### src/rtl/cpu_ctrl_fsm.sv
// Multi-cycle control FSM for the 8-bit accumulator CPU: fetch/decode/memory/execute
// sequencing with a memory-ack watchdog. Define ILLEGAL_TRAP_EN to halt on opcodes A-E.
module cpu_ctrl_fsm #(
  parameter int TIMEOUT = 15,
  parameter int CNT_W   = 16
) (
  input  logic             clk,
  input  logic             rst,
  input  logic [3:0]       opcode,
  input  logic             zero,
  input  logic             mem_ack,
  output logic             mem_rd,
  output logic             mem_wr,
  output logic             addr_sel,
  output logic             ir_load,
  output logic             pc_inc,
  output logic             pc_load,
  output logic             acc_load,
  output logic             acc_src,
  output logic [1:0]       alu_op,
  output logic             out_load,
  output logic             halt,
  output logic             bus_err,
  output logic             illegal,
  output logic [CNT_W-1:0] retired
);

  localparam int WAIT_W = (TIMEOUT < 2) ? 1 : $clog2(TIMEOUT + 1);
  localparam logic [WAIT_W-1:0] WAIT_LAST = WAIT_W'(TIMEOUT - 1);
  localparam logic [WAIT_W-1:0] WAIT_MAX  = {WAIT_W{1'b1}};
  localparam logic [CNT_W-1:0]  RET_MAX   = {CNT_W{1'b1}};

  localparam logic [3:0] OP_NOP = 4'h0;
  localparam logic [3:0] OP_LDA = 4'h1;
  localparam logic [3:0] OP_STA = 4'h2;
  localparam logic [3:0] OP_ADD = 4'h3;
  localparam logic [3:0] OP_SUB = 4'h4;
  localparam logic [3:0] OP_AND = 4'h5;
  localparam logic [3:0] OP_IN  = 4'h6;
  localparam logic [3:0] OP_OUT = 4'h7;
  localparam logic [3:0] OP_JMP = 4'h8;
  localparam logic [3:0] OP_JZ  = 4'h9;
  localparam logic [3:0] OP_HLT = 4'hF;

  typedef enum logic [2:0] {
    S_FETCH  = 3'd0,
    S_DECODE = 3'd1,
    S_MEM_RD = 3'd2,
    S_MEM_WR = 3'd3,
    S_EXEC   = 3'd4,
    S_HALT   = 3'd5
  } state_e;

  state_e             state_r;
  state_e             state_nx_s;
  logic [WAIT_W-1:0]  wait_r;
  logic [CNT_W-1:0]   retired_r;
  logic               halt_r;
  logic               bus_err_r;
  logic               illegal_r;
  logic               retire_s;
  logic               bus_trap_s;
  logic               ill_trap_s;
  logic               timeout_s;
  logic               waiting_s;

  function automatic logic [1:0] alu_sel(input logic [3:0] op);
    case (op)
      OP_ADD:  alu_sel = 2'b01;
      OP_SUB:  alu_sel = 2'b10;
      OP_AND:  alu_sel = 2'b11;
      default: alu_sel = 2'b00;
    endcase
  endfunction

  // Next-state and strobe decode; ack beats the watchdog on the same cycle.
  always_comb begin
    state_nx_s = state_r;
    retire_s   = 1'b0;
    bus_trap_s = 1'b0;
    ill_trap_s = 1'b0;
    mem_rd     = 1'b0;
    mem_wr     = 1'b0;
    addr_sel   = 1'b0;
    ir_load    = 1'b0;
    pc_inc     = 1'b0;
    pc_load    = 1'b0;
    acc_load   = 1'b0;
    acc_src    = 1'b0;
    alu_op     = 2'b00;
    out_load   = 1'b0;
    timeout_s  = (TIMEOUT != 0) && (wait_r == WAIT_LAST) && !mem_ack;
    waiting_s  = (state_r == S_FETCH) || (state_r == S_MEM_RD) || (state_r == S_MEM_WR);
    case (state_r)
      S_FETCH: begin
        mem_rd = 1'b1;
        if (mem_ack) begin
          ir_load    = 1'b1;
          pc_inc     = 1'b1;
          state_nx_s = S_DECODE;
        end else if (timeout_s) begin
          state_nx_s = S_HALT;
          bus_trap_s = 1'b1;
        end else begin
          state_nx_s = S_FETCH;
        end
      end
      S_DECODE: begin
        case (opcode)
          OP_NOP: begin
            state_nx_s = S_FETCH;
            retire_s   = 1'b1;
          end
          OP_JZ: begin
            if (zero) begin
              state_nx_s = S_EXEC;
            end else begin
              state_nx_s = S_FETCH;
              retire_s   = 1'b1;
            end
          end
          OP_HLT: begin
            state_nx_s = S_HALT;
            retire_s   = 1'b1;
          end
          OP_LDA, OP_ADD, OP_SUB, OP_AND: state_nx_s = S_MEM_RD;
          OP_STA:                         state_nx_s = S_MEM_WR;
          OP_IN, OP_OUT, OP_JMP:          state_nx_s = S_EXEC;
          default: begin
`ifdef ILLEGAL_TRAP_EN
            state_nx_s = S_HALT;
            ill_trap_s = 1'b1;
`else
            state_nx_s = S_FETCH;
            retire_s   = 1'b1;
`endif
          end
        endcase
      end
      S_MEM_RD: begin
        mem_rd   = 1'b1;
        addr_sel = 1'b1;
        alu_op   = alu_sel(opcode);
        if (mem_ack) begin
          acc_load   = 1'b1;
          state_nx_s = S_FETCH;
          retire_s   = 1'b1;
        end else if (timeout_s) begin
          state_nx_s = S_HALT;
          bus_trap_s = 1'b1;
        end else begin
          state_nx_s = S_MEM_RD;
        end
      end
      S_MEM_WR: begin
        mem_wr   = 1'b1;
        addr_sel = 1'b1;
        if (mem_ack) begin
          state_nx_s = S_FETCH;
          retire_s   = 1'b1;
        end else if (timeout_s) begin
          state_nx_s = S_HALT;
          bus_trap_s = 1'b1;
        end else begin
          state_nx_s = S_MEM_WR;
        end
      end
      S_EXEC: begin
        case (opcode)
          OP_IN: begin
            acc_load = 1'b1;
            acc_src  = 1'b1;
          end
          OP_OUT:        out_load = 1'b1;
          OP_JMP, OP_JZ: pc_load  = 1'b1;
          default:       out_load = 1'b0;
        endcase
        state_nx_s = S_FETCH;
        retire_s   = 1'b1;
      end
      S_HALT:  state_nx_s = S_HALT;
      default: state_nx_s = S_FETCH;
    endcase
  end

  // State, status flags and retired-instruction counter.
  always_ff @(posedge clk) begin
    if (rst) begin
      state_r   <= S_FETCH;
      halt_r    <= 1'b0;
      bus_err_r <= 1'b0;
      illegal_r <= 1'b0;
      retired_r <= '0;
    end else begin
      state_r   <= state_nx_s;
      halt_r    <= (state_nx_s == S_HALT);
      bus_err_r <= bus_err_r | bus_trap_s;
      illegal_r <= illegal_r | ill_trap_s;
      if (retire_s && (retired_r != RET_MAX)) begin
        retired_r <= retired_r + 1'b1;
      end
    end
  end

  // Watchdog: counts consecutive un-acked request cycles within one state.
  always_ff @(posedge clk) begin
    if (rst) begin
      wait_r <= '0;
    end else if (mem_ack || (state_nx_s != state_r) || !waiting_s) begin
      wait_r <= '0;
    end else if (wait_r != WAIT_MAX) begin
      wait_r <= wait_r + 1'b1;
    end
  end

  assign halt    = halt_r;
  assign bus_err = bus_err_r;
  assign illegal = illegal_r;
  assign retired = retired_r;

endmodule

### config.mk
export PLATFORM = sky130hd
export DESIGN_NAME = cpu_ctrl_fsm
export DESIGN_NICKNAME = d
export VERILOG_FILES = /design/src/rtl/cpu_ctrl_fsm.sv
export SDC_FILE = /design/constraint.sdc
export NUM_CORES = 1
export LEC_CHECK = 0
export CAP_MARGIN = 0
export CORE_MARGIN = 1.5
export CORE_UTILIZATION = 40
export CTS_BUF_LIST = sky130_fd_sc_hd__clkbuf_16
export DETAILED_ROUTE_END_ITERATION = 8
export GPL_TIMING_DRIVEN = 0
export PLACE_DENSITY = 0.7
export SLEW_MARGIN = 5
export SYNTH_ARGS = -nofsm -noshare
export SYNTH_HDL_FRONTEND = slang
export SYNTH_SLANG_ARGS = --single-unit
### constraint.sdc
create_clock -name clk -period 2 [get_ports clk]
set_input_delay 0.4 -clock clk [delete_from_list [all_inputs] [get_ports clk]]
set_output_delay 0.4 -clock clk [all_outputs]
set_load 0.005 [all_outputs]
==> results.json, run 1 <==
{
  "outcome": "finished with violations",
  "violations": "negative setup slack",
  "fp-row-count": 21,
  "nets": 247,
  "cp-start-kind": "register",
  "path_cells": "or3b_4 > a41o_1 > o21a_4 > buf_12 > nor4_4 > mux2_4",
  "worstReg2RegEnd": "retired[11]$_SDFFE_PP0P_",
  "synth_ff_type": "dfxtp_1",
  "dr.pass1.iters": 4,
  "worst_hold_path.endpoint": "bus_err$_SDFF_PP0_",
  "end_kind": "register",
  "crit_buf_inv": 1,
  "grt_max_degree": 15,
  "htreeDepth": 1,
  "drive_gt1_share_pct": 26.4,
  "cap_violations": 0,
  "grt-ovfl-total": 0,
  "post_dp_cell_area_um2": 1890,
  "vias_per_cell": 5.76,
  "synthesis.area_um2": 1470,
  "io_pins": 38,
  "start_util_pct": 42.9,
  "clk_path_buf_depth": 2,
  "die_height_um": 63.5,
  "grt_pass1_vias": 1563,
  "synth.distinct_cells": 41,
  "timing.reg2reg.setup_slack_ns": -0.14,
  "grt_pass1_wl_um": 6730,
  "port_buffers": 34,
  "worst_slew_pin_slew_ns": 0.585,
  "fin_area_um2": 2300,
  "dp_hpwl_um": 2660,
  "final_util_pct": 67.3,
  "critPathSlowestCell": "or3b_4",
  "synth_seq_cells": 25,
  "fmax_mhz": 468,
  "grt_util_all_layers_pct": 20.0,
  "drv_slew": 0,
  "holdBufCountCts": 0,
  "seq_area_frac_synth_pct": 34.1,
  "coreArea_um2": 3420,
  "setup-tns-final_ns": -1.01,
  "skew_ns": 0.00569,
  "cts_tree": "done",
  "critPathRequiredTime_ns": 2.15,
  "numClockSinks": 25,
  "fin_crit_sh_pct": 107,
  "wire_per_inst_um": 15.0,
  "min_from": "bus_err$_SDFF_PP0_",
  "first_iter_violations": 120,
  "area_growth_pct": 56.7,
  "final-setup-viol-count": 11,
  "crit_fanout": 7,
  "hp-class": "register to register",
  "maxSlewHeadroom_pct": 60.6,
  "cts_root_buf": "clkbuf_16",
  "synthArstFlopShare_pct": 0,
  "synth_top_area_share_pct": 34.1,
  "antenna_cells": 0,
  "peakVddDrop_mv": 0.348,
  "post_synth.cell_area_avg_um2": 7.93,
  "r2r_start": "state_r[1]$_SDFF_PP0_",
  "syn_inst": 185,
  "vias": 1619,
  "critical_path.max_stage_delay_ns": 0.39,
  "ant_nets": 0,
  "drcViolationCount": 0,
  "post-place-ws_ns": -0.571,
  "hold_viol_final": 0,
  "p_per_area_nw_per_um2": 519,
  "rsz0062_at_grt": "true",
  "fill_cells": 270,
  "p_leak_nw": 0.851,
  "final_common_cell": "clkdlybuf4s50_1",
  "hold_depth": 2,
  "clock_latency_ns": 0.26,
  "wirelength_um": 4220,
  "synth_top_area_cell": "dfxtp_1",
  "die-area_um2": 4040,
  "syn-num-nets": 196,
  "worst_slack_ns": -0.138,
  "path_class": "register to register",
  "crit_arrival_ns": 2.29,
  "clk_pin_slew_worst_paths_ns": 0.07,
  "numCtsBuffers": 3,
  "cp_top_family": "simple AND/OR/NAND/NOR gates",
  "r2r_cells": 6,
  "die_x_um": 63.5,
  "ys_top_cells_by_area": "dfxtp_1 (34%), a21oi_1 (4.8%), o31ai_1 (4.6%)",
  "period_minus_slack_ns": 2.14,
  "antenna_found_initial": 0,
  "ys_warn_count": 0,
  "mostFrequentLayoutCells": "clkdlybuf4s50_1 (24), dfxtp_1 (21), nor2_1 (16)",
  "synth_edf_count": 0,
  "gp_congestion": 0.782
}
## repair_timing
action | CTS | global route
buffers inserted | 7 | 6
gates cloned | 0 | 1
pin swaps | 12 | 13
gates resized for setup | 36 | 33
setup endpoints to repair | 25 | 22
## how the worst max path moves through the flow
stage / slack (ns) / depth (start not counted) / from / to
after detailed placement: -0.57 / 8 / opcode[0] / retired[12]$_SDFFE_PP0P_
after floorplan: -0.04 / 7 / state_r[2]$_SDFF_PP0_ / retired[7]$_SDFFE_PP0P_
after global routing: -0.20 / 7 / state_r[1]$_SDFF_PP0_ / retired[6]$_SDFFE_PP0P_
final: -0.14 / 6 / state_r[1]$_SDFF_PP0_ / retired[11]$_SDFFE_PP0P_
after global placement: -0.52 / 8 / opcode[0] / retired[12]$_SDFFE_PP0P_
after CTS: -0.12 / 7 / state_r[2]$_SDFF_PP0_ / retired[8]$_SDFFE_PP0P_
## worst register-to-register path, cell delays in order (launching register included)
cell,delay (ns)
dfxtp_4,0.38
or3b_4,0.39
a41o_1,0.25
o21a_4,0.26
buf_12,0.15
nor4_4,0.28
mux2_4,0.33
## final cells by class
class	count	area (um^2)	share of cell area [%]
multi-input combinational	140	1080	47.0
sequential	25	510	22.2
timing repair buffer	47	457	19.9
buffer	10	78.8	3.43
clock buffer	3	75.1	3.27
tap	46	57.6	2.50
inverter	9	33.8	1.47
clock inverter	1	5.00	0.218
## layer usage
layer  GRT usage (%)  vias to the layer above  share of wire [%]
met1            25.3                      787                 43
met5               0                        -                  0
met2            35.3                       50                 51
li1                -                      774                  -
met4            4.89                        0                1.4
met3            3.04                        8                4.0
## flip-flops by register name, indices dropped and copies added (netlist names)
register,count
bus_err,1
wait_r,4
state_r,3
retired,16
halt,1
## cells in the mapped netlist, types with 4 or more instances
cell,instances
nor4_1,4
nand3_1,11
nor3_1,7
o31ai_1,9
nor2b_1,8
o21ai_0,4
a21oi_1,14
dfxtp_1,25
clkbuf_1,7
nor2_1,17
nand2_1,12
inv_1,9
or4_1,7
mux2_2,4
and2_1,4
and3_1,5
## where the power goes
part | leakage (nW) | internal, mW | total [mW] | switching (mW)
sequential | 0.204 | 0.507 | 0.522 | 0.0150
combinational | 0.606 | 0.110 | 0.216 | 0.105
clock | 0.0409 | 0.270 | 0.455 | 0.186
## per-stage QoR
| stage | hold WS, ns | power (mW) | cells |
|---|---|---|---|
| after floorplan | 0.442 | 0.622 | 185 |
| after global placement | 0.449 | 0.679 | 265 |
| after detailed placement | 0.444 | 0.685 | 265 |
| after CTS | 0.454 | 1.15 | 275 |
| after global routing | 0.487 | 1.22 | 281 |
| final | 0.452 | 1.19 | 281 |
## logic make-up (layout without fill, tap and decap cells)
logic type,Yosys count,count (layout),share of synthesized area [%]
AND/OR/NAND/NOR,89,89,33.2
AO/OA/AOI/OAI,39,39,17.9
flip-flops,25,25,34.1
buffers and inverters,20,70,6.40
multiplexers,5,5,3.75
adder cells (fa/ha/maj),3,3,2.56
XOR/XNOR,3,3,1.79
other,1,1,0.256
(Power assumes the default switching activity.)
==> run 2: changes to the inputs <==
--- a/config.mk
+++ b/config.mk
@@ -6,9 +6,8 @@
 export NUM_CORES = 1
 export LEC_CHECK = 0
 export CAP_MARGIN = 0
-export CORE_MARGIN = 1.5
 export CORE_UTILIZATION = 40
-export CTS_BUF_LIST = sky130_fd_sc_hd__clkbuf_16
+export CTS_BUF_LIST = sky130_fd_sc_hd__clkbuf_8 sky130_fd_sc_hd__clkbuf_16
 export DETAILED_ROUTE_END_ITERATION = 8
 export GPL_TIMING_DRIVEN = 0
 export PLACE_DENSITY = 0.7
==> results.json, run 2 (synthesized netlist as in run 1, its figures left out) <==
{
  "gp_congestion": 0.836,
  "antenna_cells": 0,
  "critPathRequiredTime_ns": 2.20,
  "p_per_area_nw_per_um2": 449,
  "cp-start-kind": "register",
  "numClockSinks": 25,
  "r2r_cells": 6,
  "largest_reg_flops": 16,
  "start_util_pct": 42.9,
  "cap_violations": 0,
  "ant_nets": 0,
  "die-area_um2": 3910,
  "drive_gt1_share_pct": 26.3,
  "rsz0062_at_grt": "true",
  "worst_slack_ns": -0.0961,
  "crit_fanout": 7,
  "cts_tree": "done",
  "clk_path_buf_depth": 2,
  "outcome": "finished with violations",
  "die_x_um": 62.5,
  "path_class": "register to register",
  "worst_slew_pin_slew_ns": 0.565,
  "drv_slew": 0,
  "peakVddDrop_mv": 0.339,
  "end_kind": "register",
  "cts_root_buf": "clkbuf_8",
  "htreeDepth": 1,
  "power.total_mw": 1.04,
  "grt_util_all_layers_pct": 19.6,
  "vias": 1560,
  "clk_pin_slew_worst_paths_ns": 0.09,
  "dp_hpwl_um": 2640,
  "wire_per_inst_um": 14.7,
  "crit_arrival_ns": 2.29,
  "grt_pass1_vias": 1405,
  "coreArea_um2": 3420,
  "io_pins": 38,
  "violations": "negative setup slack",
  "final-setup-viol-count": 9,
  "hp-class": "register to register",
  "antenna_found_initial": 0,
  "worst_hold_slack_ns": 0.468,
  "grt_pass1_wl_um": 6240,
  "r2r_start": "state_r[1]$_SDFF_PP0_",
  "final_common_cell": "clkdlybuf4s50_1",
  "p_leak_nw": 0.887,
  "hold_viol_final": 0,
  "drcViolationCount": 0,
  "mostFrequentLayoutCells": "clkdlybuf4s50_1 (22), dfxtp_1 (19), nor2_1 (16)",
  "wirelength_um": 4140,
  "period_minus_slack_ns": 2.10,
  "dr.pass1.iters": 4,
  "fp-row-count": 21,
  "die_height_um": 62.5,
  "worstReg2RegEnd": "retired[2]$_SDFFE_PP0P_",
  "crit_end": "retired[2]$_SDFFE_PP0P_",
  "area_growth_pct": 58.2,
  "fmax_mhz": 477,
  "grt_max_degree": 14,
  "clock_latency_ns": 0.27,
  "first_iter_violations": 67,
  "maxSlewHeadroom_pct": 61.9,
  "skew_ns": 0.00426,
  "numCtsBuffers": 3,
  "worstSetupStartpoint": "state_r[1]$_SDFF_PP0_",
  "port_buffers": 34,
  "fin_crit_sh_pct": 105,
  "timing.reg2reg.setup_slack_ns": -0.1,
  "grt-ovfl-total": 0,
  "nets": 248,
  "vias_per_cell": 5.53
}
[run 2: repair_timing]
item | in CTS | in global routing
gates cloned | 0 | 1
setup endpoints to repair | 25 | 18
setup buffers | 6 | 8
pin swaps | 6 | 19
gates resized for setup | 40 | 40
hold buffers | 0 | 0
[run 2: layout make-up]
cell class / count / area, um^2
Timing Repair Buffer: 49 / 472
Tap cell: 46 / 57.6
Clock inverter: 1 / 3.75
Multi-Input combinational cell: 140 / 1110
Inverter: 9 / 33.8
Fill cell: 286 / 1100
Sequential cell: 25 / 518
Buffer: 9 / 86.3
Clock buffer: 3 / 41.3
[run 2: through the flow]
stage | setup WS [ns] | instance area, um^2 | util, % | std cells | setup TNS (ns)
3_3_place_gp | -0.519 | 1890 | 55.3 | 265 | -9.54
5_1_grt | -0.128 | 2320 | 67.9 | 282 | -1.36
6_report | -0.0961 | 2320 | 67.9 | 282 | -0.396
3_5_place_dp | -0.563 | 1890 | 55.3 | 265 | -10.54
4_1_cts | -0.126 | 2100 | 61.4 | 275 | -1.12
2_1_floorplan | -0.0382 | 1490 | - | 185 | -0.0394
[run 2: how the worst min path moves through the flow]
stage	from	endpoint	cells past startpoint
after detailed placement	bus_err$_SDFF_PP0_	bus_err$_SDFF_PP0_	2
after global placement	bus_err$_SDFF_PP0_	bus_err$_SDFF_PP0_	2
after CTS	bus_err$_SDFF_PP0_	bus_err$_SDFF_PP0_	2
final	bus_err$_SDFF_PP0_	bus_err$_SDFF_PP0_	2
after floorplan	bus_err$_SDFF_PP0_	bus_err$_SDFF_PP0_	2
after global routing	bus_err$_SDFF_PP0_	bus_err$_SDFF_PP0_	2
[run 2: where the power goes]
part | leakage, nW | switching [mW] | total (mW) | internal, mW
logic | 0.654 | 0.111 | 0.227 | 0.117
registers | 0.206 | 0.0137 | 0.519 | 0.506
clock network | 0.0269 | 0.157 | 0.295 | 0.137
[run 2: critical path, stage by stage, from the launching register on]
cell	delay, ns
dfxtp_4	0.38
or3b_4	0.38
a41o_1	0.25
o21a_4	0.26
clkbuf_16	0.16
or4_1	0.46
a21oi_1	0.12
[run 2: metal layers]
layer	up-vias	track usage, %	wire length (um)
met4	0	5.23	53
met5	-	0	0
met2	32	33.4	2030
met1	742	25.9	1940
li1	778	-	-
met3	8	2.37	113
==> run 3: changes to the inputs <==
--- a/config.mk
+++ b/config.mk
@@ -7,7 +7,6 @@
 export LEC_CHECK = 0
 export CAP_MARGIN = 0
 export CORE_UTILIZATION = 40
-export CTS_BUF_LIST = sky130_fd_sc_hd__clkbuf_8 sky130_fd_sc_hd__clkbuf_16
 export DETAILED_ROUTE_END_ITERATION = 8
 export GPL_TIMING_DRIVEN = 0
 export PLACE_DENSITY = 0.7
@@ -15,3 +14,4 @@
 export SYNTH_ARGS = -nofsm -noshare
 export SYNTH_HDL_FRONTEND = slang
 export SYNTH_SLANG_ARGS = --single-unit
+export TNS_END_PERCENT = 5
==> results.json, run 3 (synthesized netlist as in run 1, its figures left out) <==
{
  "grt_util_all_layers_pct": 18.4,
  "io_pins": 38,
  "setup-tns-final_ns": -1.30,
  "hp-class": "register to register",
  "ant_nets": 0,
  "grt_pass1_vias": 1297,
  "grt_pass1_wl_um": 5870,
  "violations": "negative setup slack",
  "p_comb_share_pct": 17.9,
  "end_kind": "register",
  "fp-row-count": 21,
  "worst_hold_path.endpoint": "bus_err$_SDFF_PP0_",
  "port_buffers": 34,
  "critPathRequiredTime_ns": 2.24,
  "numCtsBuffers": 3,
  "vias_per_cell": 5.53,
  "grt-ovfl-total": 0,
  "crit_fanout": 10,
  "wire_per_inst_um": 13.2,
  "die-area_um2": 3910,
  "p_int_uw": 665,
  "rsz0062_at_grt": "true",
  "clk_path_buf_depth": 2,
  "worst_slack_ns": -0.148,
  "switching_share_pct": 28.1,
  "use_met3_pct": 2.74,
  "grt-busiest-layer": "met2",
  "first_iter_violations": 65,
  "cp-start-kind": "register",
  "clkPwrFrac_pct": 25.5,
  "drv_slew": 0,
  "final_common_cell": "clkdlybuf4s50_1",
  "p_sw_uw": 259,
  "die_height_um": 62.5,
  "fin_crit_sh_pct": 107,
  "dr.pass1.iters": 4,
  "r2r_start": "state_r[2]$_SDFF_PP0_",
  "power.total_uw": 925,
  "cts_tree": "done",
  "gr-usage-met2_pct": 28.7,
  "wirelength_um": 3590,
  "hold_depth": 2,
  "fmax_mhz": 466,
  "skew_ns": 0.00350,
  "r2r_cells": 7,
  "seq_power_share_pct": 56.5,
  "peakVddDrop_mv": 0.326,
  "area_growth_pct": 39.2,
  "drive_gt1_share_pct": 18.6,
  "dp_hpwl_um": 2540,
  "clk_pin_slew_worst_paths_ns": 0.14,
  "mostFrequentLayoutCells": "clkdlybuf4s50_1 (24), dfxtp_1 (22), nor2_1 (15)",
  "numClockSinks": 25,
  "crit_arrival_ns": 2.38,
  "p_leak_nw": 0.765,
  "drcViolationCount": 0,
  "timing.reg2reg.setup_slack_ns": -0.15,
  "worstReg2RegEnd": "retired[7]$_SDFFE_PP0P_",
  "min_from": "bus_err$_SDFF_PP0_",
  "worst_hold_slack_ns": 0.462,
  "die_x_um": 62.5,
  "holdBufCountCts": 0,
  "worst_slew_pin_slew_ns": 0.492,
  "clock_latency_ns": 0.32,
  "vias": 1503,
  "coreArea_um2": 3420,
  "maxSlewHeadroom_pct": 66.9,
  "antenna_found_initial": 0,
  "period_minus_slack_ns": 2.15,
  "hold_viol_final": 0,
  "nets": 238,
  "largest_reg_flops": 16,
  "outcome": "finished with violations",
  "final-setup-viol-count": 14,
  "cts_root_buf": "clkbuf_4",
  "gp_congestion": 0.786,
  "cap_violations": 0,
  "post_dp_cell_area_um2": 1890,
  "grt_max_degree": 16,
  "fin_area_um2": 2040,
  "htreeDepth": 1,
  "antenna_cells": 0,
  "start_util_pct": 42.9,
  "use_met1_pct": 24.9,
  "path_class": "register to register",
  "p_per_area_nw_per_um2": 453
}
==> run 3: worst max path at each step <==
stage	from	endpoint	slack [ns]	depth (start not counted)
after CTS	state_r[2]$_SDFF_PP0_	out_load	-0.19	5
after floorplan	state_r[2]$_SDFF_PP0_	retired[7]$_SDFFE_PP0P_	-0.06	7
after global routing	state_r[2]$_SDFF_PP0_	retired[8]$_SDFFE_PP0P_	-0.29	7
final	state_r[2]$_SDFF_PP0_	retired[7]$_SDFFE_PP0P_	-0.15	7
after global placement	opcode[0]	retired[12]$_SDFFE_PP0P_	-0.56	8
after detailed placement	opcode[0]	retired[12]$_SDFFE_PP0P_	-0.52	8
==> run 3: cell type report <==
type                    count  area [um^2]
plain buffers              11         80.1
clock buffers               3         22.5
clock inverters             1         7.51
fillers                   326         1370
inverters                   9         33.8
multi-input cells         140          973
flip-flops and latches     25          509
well taps                  46         57.6
repair buffers             37          358
==> run 3: what timing repair did <==
action | 4_1_cts | 5_1_grt
setup buffers | 1 | 2
resized for setup | 26 | 18
setup endpoints to repair | 25 | 23
endpoints found under the hold margin | 0 | 0
pin swaps | 7 | 1
==> run 3: worst max-delay path, stage by stage, from the launching register on <==
cell     delay (ns)
dfxtp_2        0.34
buf_6          0.13
or3b_4         0.39
a41o_1         0.23
o21a_4         0.22
buf_8          0.14
nor4b_2        0.25
mux2_2         0.35
==> run 3: power by group through the flow <==
| stage | clock network, mW | registers, mW | logic (mW) |
|---|---|---|---|
| after floorplan | 0 | 0.528 | 0.0933 |
| after global placement | 0 | 0.531 | 0.151 |
| after detailed placement | 0 | 0.531 | 0.152 |
| after CTS | 0.246 | 0.522 | 0.160 |
| after global routing | 0.272 | 0.525 | 0.182 |
| final | 0.236 | 0.523 | 0.166 |
==> run 3: per-stage QoR <==
step,worst slack [ns],util [%],instances
6_report,-0.148,59.8,272
4_1_cts,-0.185,57.9,270
5_1_grt,-0.285,59.8,272
3_3_place_gp,-0.561,55.2,265
3_5_place_dp,-0.519,55.2,265
2_1_floorplan,-0.0552,-,185
==> run 3: routing by layer <==
layer / routed length, um / vias to the layer above / share of wire, %
met2: 1650 / 42 / 46
met1: 1700 / 697 / 47
met3: 185 / 5 / 5.2
met4: 56 / 0 / 1.6
met5: 0 / - / 0
li1: - / 759 / -
